==> src/rtl/stream_demux_if.sv <==
// Handshake bundle for stream_demux: one valid/ready input stream fanned out
// to M valid/ready output channels, plus the malformed-select drop counter.
interface stream_demux_if #(
    parameter int N  = 32,
    parameter int M  = 2,
    parameter int CW = 8
);
    logic           in_valid;
    logic           in_ready;
    logic [M-1:0]   in_sel;
    logic [N-1:0]   in_data;
    logic [M-1:0]   out_valid;
    logic [M-1:0]   out_ready;
    logic [M*N-1:0] out;
    logic [CW-1:0]  drop_count;

    // Design side: consumes the input stream, produces the channel outputs.
    modport slave (
        input  in_valid, in_sel, in_data, out_ready,
        output in_ready, out_valid, out, drop_count
    );

    // Environment side: producer plus the M consumers.
    modport master (
        output in_valid, in_sel, in_data, out_ready,
        input  in_ready, out_valid, out, drop_count
    );
endinterface

==> src/rtl/stream_demux.sv <==
// Registered one-hot stream demultiplexer: routes each accepted word into the
// single-entry output register of the channel named by a one-hot select.
module stream_demux #(
    parameter int N  = 32,
    parameter int M  = 2,
    parameter int CW = 8
) (
    input logic            clk,
    input logic            rst,
    stream_demux_if.slave  bus
);
    logic [M-1:0]         valid_q, valid_d;
    logic [M-1:0][N-1:0]  data_q,  data_d;
    logic [CW-1:0]        drop_q,  drop_d;

    logic         sel_ok;
    logic [M-1:0] can_take;
    logic         accept;
    logic         drop;

    // A FULL channel can still take a word when its consumer drains it this cycle.
    assign sel_ok   = $onehot(bus.in_sel);
    assign can_take = ~valid_q | bus.out_ready;

    // Malformed selects are always consumed; in_data never feeds in_ready.
    assign bus.in_ready = sel_ok ? |(bus.in_sel & can_take) : 1'b1;
    assign accept       = bus.in_valid & bus.in_ready & sel_ok;
    assign drop         = bus.in_valid & ~sel_ok;

    always_comb begin
        // NOTE: every always_comb output gets a default first so no path can infer a latch.
        valid_d = valid_q & ~bus.out_ready;
        data_d  = data_q;
        drop_d  = drop_q;
        for (int i = 0; i < M; i++) begin
            if (accept && bus.in_sel[i]) begin
                valid_d[i] = 1'b1;
                data_d[i]  = bus.in_data;
            end
        end
        if (drop && (drop_q != {CW{1'b1}})) begin
            drop_d = drop_q + 1'b1;
        end
    end

    always_ff @(posedge clk) begin
        // NOTE: sequential state uses non-blocking assignments only, so every flop samples pre-edge values.
        if (rst) begin
            // NOTE: the data registers are reset as well because out must read zero after reset.
            valid_q <= '0;
            data_q  <= '0;
            drop_q  <= '0;
        end else begin
            valid_q <= valid_d;
            data_q  <= data_d;
            drop_q  <= drop_d;
        end
    end

    assign bus.out_valid  = valid_q;
    assign bus.out        = data_q;
    assign bus.drop_count = drop_q;
endmodule

==> src/flat_wrapper.sv <==
// flat-port wrapper written by rule: the top's interface ports become plain ports
module stream_demux_flat 
#(
    parameter int N  = 32,
    parameter int M  = 2,
    parameter int CW = 8
)
  (clk, rst, bus_in_valid, bus_in_sel, bus_in_data, bus_out_ready, bus_in_ready, bus_out_valid, bus_out, bus_drop_count);
  stream_demux_if #(.N(N), .M(M), .CW(CW)) bus_i ();
  input logic clk;
  input logic rst;
  input wire logic [$bits(bus_i.in_valid)-1:0] bus_in_valid;
  input wire logic [$bits(bus_i.in_sel)-1:0] bus_in_sel;
  input wire logic [$bits(bus_i.in_data)-1:0] bus_in_data;
  input wire logic [$bits(bus_i.out_ready)-1:0] bus_out_ready;
  output wire logic [$bits(bus_i.in_ready)-1:0] bus_in_ready;
  output wire logic [$bits(bus_i.out_valid)-1:0] bus_out_valid;
  output wire logic [$bits(bus_i.out)-1:0] bus_out;
  output wire logic [$bits(bus_i.drop_count)-1:0] bus_drop_count;
  assign bus_i.in_valid = bus_in_valid;
  assign bus_i.in_sel = bus_in_sel;
  assign bus_i.in_data = bus_in_data;
  assign bus_i.out_ready = bus_out_ready;
  assign bus_in_ready = bus_i.in_ready;
  assign bus_out_valid = bus_i.out_valid;
  assign bus_out = bus_i.out;
  assign bus_drop_count = bus_i.drop_count;
  stream_demux #(.N(N), .M(M), .CW(CW)) u_core (.clk(clk), .rst(rst), .bus(bus_i));
endmodule
==> config.mk <==
export PLATFORM = sky130hd
export DESIGN_NAME = stream_demux_flat
export DESIGN_NICKNAME = d
export VERILOG_FILES = /design/src/rtl/stream_demux_if.sv /design/src/rtl/stream_demux.sv /design/src/flat_wrapper.sv
export SDC_FILE = /design/constraint.sdc
export NUM_CORES = 1
export LEC_CHECK = 0
export CAP_MARGIN = 20
export CORE_MARGIN = 2
export CORE_UTILIZATION = 44
export CTS_CLUSTER_DIAMETER = 120
export DETAILED_ROUTE_END_ITERATION = 16
export PLACE_DENSITY = 0.9
export SYNTH_ARGS = -nofsm -noshare
export SYNTH_HDL_FRONTEND = slang
export SYNTH_SLANG_ARGS = --single-unit
export TNS_END_PERCENT = 5
==> constraint.sdc <==
create_clock -name clk -period 4.46 [get_ports clk]
set_clock_uncertainty 0.1 [all_clocks]
set_input_delay 0.446 -clock clk [delete_from_list [all_inputs] [get_ports clk]]
set_output_delay 0.446 -clock clk [all_outputs]
set_load 0.05 [all_outputs]
* Word-level counts from Yosys, hierarchy flattened
Cells that the tools add are included.
Word-level totals: output and inout port bits 75, register bits 74
Operators by class: reduce and logical (&&, ||, !) cells 4, add/subtract/negate cells 2, bitwise logic cells 9, equal/unequal tests 2, multiplexer cells 3
Operators with widths (number):
- adder 8 x 1 -> 8 bit, second input constant | 1
- inequality test 8 bit, second input constant | 1
- AND 2 bit | 2
- inverter 2 bit | 2
- AND 1 bit | 3
- logical AND 1 bit | 3
- 2-to-1 mux 1 bit | 3
- adder 1 x 1 -> 2 bit | 1
- equality test 2 x 1 -> 1 bit, second input constant | 1
- OR 2 bit | 1
- OR reduction 2 bit | 1
- inverter 1 bit | 1

* Logic depth before layout (Yosys ltp)
Gate-level depths: netlist of run 1.
word-level depth 9, gate-level depth with buffers 6

* Worst setup path after synthesis of run 1
No wires, ideal clock.
path type register -> output, start reg u_core.valid_q[0], in the netlist u_core.bus.out_valid[0], end out bus_in_ready, arrival time 1523 ps, slack 2391 ps, stages on the path, launching flop included 3, required time 3914 ps, buffers on the path 0, cells stage by stage dfxtp_1 > nor2b_1 > a22oi_1
On the way: cells in the longest elaborated chain, start to end 5
RTL lines:
- from (decl) | line stream_demux.sv:12 | logic [M-1:0] valid_q, valid_d;
- from (signal assigned) | line stream_demux.sv:54 | valid_q <= valid_d;
- inverter 2 bit | line stream_demux.sv:23 | assign can_take = ~valid_q | bus.out_ready;
- OR 2 bit | line stream_demux.sv:23
- AND 2 bit | line stream_demux.sv:26 | assign bus.in_ready = sel_ok ? |(bus.in_sel & can_take) : 1'b1;
- OR reduction 2 bit | line stream_demux.sv:26
- 2-to-1 mux 1 bit | line stream_demux.sv:26
- to (decl) | line flat_wrapper.sv:16 | output wire logic [$bits(bus_i.in_ready)-1:0] bus_in_ready;
No other way between the ends.

* Final worst setup path of run 1
start in bus_in_sel[1], end out bus_in_ready
On the way: cells in the longest elaborated chain, start to end 3
RTL lines:
- from (decl) | line flat_wrapper.sv:13 | input wire logic [$bits(bus_i.in_sel)-1:0] bus_in_sel;
- adder 1 x 1 -> 2 bit (implied by the code) or AND 2 bit (tied branches) | line stream_demux.sv:22, stream_demux.sv:26
- equality test 2 x 1 -> 1 bit or OR reduction 2 bit (tied branches) | line stream_demux.sv:22, stream_demux.sv:26
- 2-to-1 mux 1 bit * | line stream_demux.sv:26
Every way passes the cells marked *; elsewhere a longest branch is shown, timed or not.

==> impl_metrics.tcl, run 1 <==
set metrics [dict create \
    status "finished, final reports clean" \
    fp.dieW_um 82.1 \
    hold_depth 2 \
    critical-path-max-stage-delay_ns 0.83 \
    syn_area_per_cell_um2 8.04 \
    critPathMaxFanout 5 \
    yosys.area.top_type "dfxtp_1" \
    slew_viol_final 0 \
    clk_pin_slew_ns 0.06 \
    crit_arrival_ns 2.23 \
    yosysSeqAreaShare_pct 55.2 \
    start_kind "primary input" \
    cts_root_buffer "clkbuf_8" \
    hpwl_mm 5.13 \
    vias_per_cell 5.08 \
    start_util_pct 45.3 \
    synth_cell_type_count 27 \
    tightest_slew_ns 0.740 \
    rows 28 \
    wire_per_inst_um 14.0 \
    synth.most_common_cell "nand2_1" \
    postRouteAntennaNets 0 \
    cts_made_buffers 9 \
    path_cells "clkdlybuf4s50_1, and2b_1, a22oi_1, clkdlybuf4s50_1" \
    cts.sinks 74 \
    design_area_um2 4030 \
    fp.dieH_um 82.1 \
    drt-pass1-iter-count 4 \
    synth_edf_count 0 \
    synthesis.area_um2 2680 \
    grt_overflow 0 \
    antenna_found_initial 0 \
    pin_count 114 \
    netlist_top_cells_count "nand2_1 (131), dfxtp_1 (74), a21oi_1 (69), clkbuf_1 (12), buf_2 (9)" \
    antenna_cells 0 \
    ys_warn_count 0 \
    coreArea_um2 5920 \
    grt_pass1_wl_mm 10.9 \
    tns_ns 0 \
    syn-num-nets 374 \
    wl_mm 7.31 \
    drt_iter0_drc 128 \
    slew-limit-headroom_pct 50.7 \
    layout.area.seq_um2 1480 \
    gp_congestion 0.798 \
    hold_viol 0 \
    period_share_pct 62.3 \
    setup-violations-final 0 \
    max_cap_viol_count 0 \
    insertion_delay_ns 0.34 \
    synth_top_area_share_pct 55.2 \
    clock.fmax_mhz 360 \
    cts_resized 0 \
    reg2reg_depth 5 \
    layout-drive-gt1-share_pct 5.16 \
    numPortBuffers 113 \
    h-tree-depth 3 \
    nets 482 \
    hold_class "flip-flop to flip-flop" \
    synth-async-reset-ratio_pct 0 \
    vias 2647 \
    worstSetupPathType "primary input to output pin" \
    rsz0062_at_grt "no" \
    syn_to_final_growth_pct 50.0 \
    hold_buffers 0 \
    multi_input_area_um2 1110 \
    period_minus_slack_ns 2.78 \
    tritoncts "done" \
    p_leak_nw 1.40 \
    required_ns 3.91 \
    synth.area.top_cells "dfxtp_1 (55%), nand2_1 (18%), a21oi_1 (13%), buf_2 (1.7%), clkbuf_1 (1.7%)" \
    n_fill_cell 498 \
    cts_setup_buffers 0 \
    drcViolationCount 0 \
    grt_use_total_pct 21.5 \
    die_area_um2 6740 \
    powerDensity_nw_per_um2 340 \
    grt_max_degree 75 \
    grt_pass1_vias 2391 \
    vdd_drop_max_v 0.000206 \
    clk_path_buf_depth 2 \
    synth_ff_type "dfxtp_1" \
    cp-end-kind "output pin" \
    cpMostUsedCell "clkdlybuf4s50_1" \
    synth-seq-cells 74 \
    finalPower_w 0.00137 \
    cp_slowest_cell "clkdlybuf4s50_1" \
    placed_cell_area_um2 3850 \
    synthCells 334 \
]
==> worst max-delay path: cells and delay by family <==
kind	cells	cell delay [ns]
compound gates	1	0.18
buf+inv	2	1.39
simple gates	1	0.21
==> power by group <==
part	total (W)	switching, W	internal, W
combinational	0.000218	0.000136	0.0000825
sequential	0.000694	0.0000122	0.000682
clock	0.000457	0.000228	0.000229
==> worst paths after layout <==
check | start | end | slack, ns
worst max-delay path | bus_in_sel[1] | bus_in_ready | 1.68
worst min-delay path | u_core.bus.out[59] | u_core.bus.out[59] | 0.35
worst max register to register | u_core.bus.out_valid[1] | u_core.bus.out[39] | 2.63
worst min register to register | u_core.bus.out[59] | u_core.bus.out[59] | 0.35
==> layer usage <==
metal,up-vias,part of all wire [%],track usage (%)
met5,-,0,0
met4,0,2.3,9.67
met3,14,8.2,6.96
met2,109,49,37.1
met1,1213,40,24.2
li1,1311,-,-
==> final cells by class <==
type | instances | share of cell area (%)
Clock buffer | 13 | 3.95
Timing Repair Buffer | 118 | 28.9
Clock inverter | 2 | 0.311
Multi-Input combinational cell | 239 | 27.7
Tap cell | 75 | 2.33
Sequential cell | 74 | 36.8
==> registers in the layout, indices dropped and copies added (netlist names) <==
name,cells
u_core.bus.drop_count,8
u_core.bus.out,64
u_core.bus.out_valid,2
==> stage by stage <==
stage / util (%) / setup WS (ns) / hold slack [ns] / std cells
6_report: 68.0 / 1.68 / 0.354 / 521
3_5_place_dp: 65.1 / 1.68 / 0.346 / 506
4_1_cts: 68.0 / 1.66 / 0.354 / 521
5_1_grt: 68.0 / 1.61 / 0.369 / 521
2_1_floorplan: - / 2.39 / 0.482 / 334
3_3_place_gp: 65.1 / 1.69 / 0.341 / 506
==> kinds of logic (layout without fill, tap and decap cells) <==
logic type      count (synthesis)  after routing  share of synthesized area [%]
flops                          74             74                           55.2
compound gates                 77             77                           15.2
xor+xnor                        3              3                           1.26
buf+inv                        21            133                           3.36
fa+ha+maj                       1              1                          0.466
mux                             2              2                          0.746
simple gates                  156            156                           23.8
==> cells in the final DEF (no fill, tap or decap), types with 2 or more instances in the layout <==
master,count
clkdlybuf4s50_1,112
a21oi_1,69
nor2b_1,2
o31ai_1,2
and3_1,2
dfxtp_1,74
nand3_1,4
o21ai_0,2
xor2_1,2
mux2i_1,2
clkbuf_1,2
nand2b_1,2
nand2_1,131
nor3b_1,2
nor2_1,5
clkbuf_8,11
or4_1,2
buf_4,5
Note: power is estimated with default switching activity, not from simulation.
==> run 2, diff against run 1 <==
Settings changed: CORE_UTILIZATION 44 to 38, PLACE_DENSITY 0.9 to 0.83.
Clock period 4.46 ns to 2.28 ns, I/O delays scaled along.
==> run 2 against run 1 <==
Sequential power increased by 96%. Flip-flop and latch count unchanged. Power increased by 96%. Design area rose by 2.1%. Combinational power increased by 100%. Non-clock buffer count is 3 higher. Register-to-register slack lost 2.1 ns. Count of clock-buffer cells in the layout down 2. Critical path depth decreased by 3. Critical endpoint is now bus_drop_count[2]. Highest routed layer unchanged.
==> impl_metrics.tcl, run 2 (synthesized netlist as in run 1, its figures left out) <==
set metrics [dict create \
    r2r-end "u_core.bus.drop_count[1]" \
    antenna_cells 0 \
    dr_wl_met2_mm 3.75 \
    tns_ns 0 \
    path_cells "clkdlybuf4s50_1" \
    power.share.clock_pct 33.1 \
    crit_arrival_ns 1.61 \
    layout-drive-gt1-share_pct 6.44 \
    tightest_slew_ns 0.550 \
    n_fill_cell 613 \
    topRoutingLayerUsed "met4" \
    clk_path_buf_depth 2 \
    postRouteAntennaNets 0 \
    swShare_pct 28.3 \
    hold_depth 2 \
    coreArea_um2 6830 \
    cts_root_buffer "clkbuf_8" \
    wl_met1_mm 2.98 \
    placed_cell_area_um2 3940 \
    cts_resized 0 \
    pin_count 114 \
    cp_slowest_cell "clkdlybuf4s50_1" \
    seqPwrFrac_pct 50.6 \
    largest_reg_flops 64 \
    tritoncts "done" \
    grt_overflow 0 \
    clock.fmax_mhz 517 \
    r2r_start "u_core.bus.drop_count[0]" \
    h-tree-depth 3 \
    dp_cells 530 \
    rows 30 \
    hpwl_mm 5.26 \
    insertion_delay_ns 0.33 \
    cts.sinks 74 \
    worstSetupPathType "flip-flop to output pin" \
    gp_congestion 0.774 \
    vdd_drop_max_v 0.000489 \
    multi_input_area_um2 1110 \
    grt_pass1_vias 2582 \
    crit_buf_inv 1 \
    place_ws_ns 0.293 \
    hp-start "rst" \
    design_area_um2 4110 \
    powerDensity_nw_per_um2 652 \
    start_kind "flip-flop" \
    numPortBuffers 113 \
    fp.dieW_um 88.0 \
    grt_use_total_pct 19.4 \
    hold_viol 0 \
    vias_per_cell 4.85 \
    reg2reg_depth 5 \
    period_minus_slack_ns 1.93 \
    drcViolationCount 0 \
    layout.cells.non_filler 546 \
    fin_util_pct 60.1 \
    hold_buffers 0 \
    wire_per_inst_um 13.4 \
    critical-path-max-stage-delay_ns 0.84 \
    p_leak_nw 1.43 \
    layout_setup_ws_ns 0.345 \
    slew-limit-headroom_pct 63.3 \
    clk_pin_slew_ns 0.08 \
    grt_max_degree 33 \
    layout.area.seq_um2 1480 \
    status "finished, final reports clean" \
    layout_common_cells "nand2_1 (131), clkdlybuf4s50_1 (111), dfxtp_1 (74), a21oi_1 (69), clkbuf_8 (10)" \
    max_cap_viol_count 0 \
    vias 2649 \
    antenna_found_initial 0 \
    die_area_um2 7750 \
    drt_iter0_drc 94 \
    critPathTopFamily "buffers and inverters" \
    nets 485 \
    wl_mm 7.31 \
    setup-violations-final 0 \
    period_share_pct 84.9 \
    fp.dieH_um 88.0 \
    critPathMaxFanout 6 \
    required_ns 1.95 \
    final_common_cell "nand2_1" \
    rsz0062_at_grt "no" \
    power.net_switching_w 0.000759 \
    slew_viol_final 0 \
    syn_to_final_growth_pct 53.1 \
    cp-end-kind "output pin" \
    p_int_w 0.00192 \
    hold-path-endpoint "u_core.bus.drop_count[2]" \
    start_util_pct 39.3 \
    drt-pass1-iter-count 4 \
    wl_met3_um 519 \
    cts_setup_buffers 0 \
    hold_class "primary input to flip-flop" \
    cts_made_buffers 9 \
    reg2reg_slack_ns 0.54 \
    cp_num_cells 1 \
    combPwrFrac_pct 16.3 \
    grt_pass1_wl_mm 11.8 \
]
==> run 2: metal layers <==
| layer | up-vias | GRT usage (%) |
|---|---|---|
| li1 | 1317 | - |
| met1 | 1244 | 21.9 |
| met2 | 81 | 35.1 |
| met3 | 7 | 6.31 |
| met4 | 0 | 5.37 |
| met5 | - | 0 |
==> run 2: final cells by class <==
type | instances | share of cell area (%)
timing repair buffer | 121 | 29.7
clock buffer | 11 | 3.44
clock inverter | 5 | 0.731
tap | 96 | 2.92
multi-input combinational | 239 | 27.1
sequential | 74 | 36.1
==> run 2: power groups by stage <==
| stage | Combinational, W | Sequential, W | Clock (W) |
|---|---|---|---|
| 6_report | 0.000436 | 0.00136 | 0.000887 |
| 5_1_grt | 0.000464 | 0.00136 | 0.000970 |
| 4_1_cts | 0.000440 | 0.00136 | 0.000908 |
| 3_5_place_dp | 0.000438 | 0.00139 | 0 |
| 3_3_place_gp | 0.000432 | 0.00138 | 0 |
| 2_1_floorplan | 0.000101 | 0.00153 | 0 |
==> run 2: through the flow <==
step	total power, W	hold slack, ns
floorplan	0.00163	0.264
global placement	0.00182	0.342
detailed placement	0.00183	0.346
CTS	0.00271	0.260
global route	0.00279	0.276
finish	0.00268	0.260
==> run 2: worst max-delay path by stage <==
stage	from	endpoint	slack [ns]
floorplan	u_core.bus.drop_count[0]	u_core.bus.drop_count[1]	0.37
global placement	bus_in_sel[1]	u_core.bus.drop_count[7]	0.33
detailed placement	bus_in_sel[1]	u_core.bus.drop_count[7]	0.29
CTS	u_core.bus.drop_count[2]	bus_drop_count[2]	0.33
global route	u_core.bus.drop_count[2]	bus_drop_count[2]	0.28
finish	u_core.bus.drop_count[2]	bus_drop_count[2]	0.35
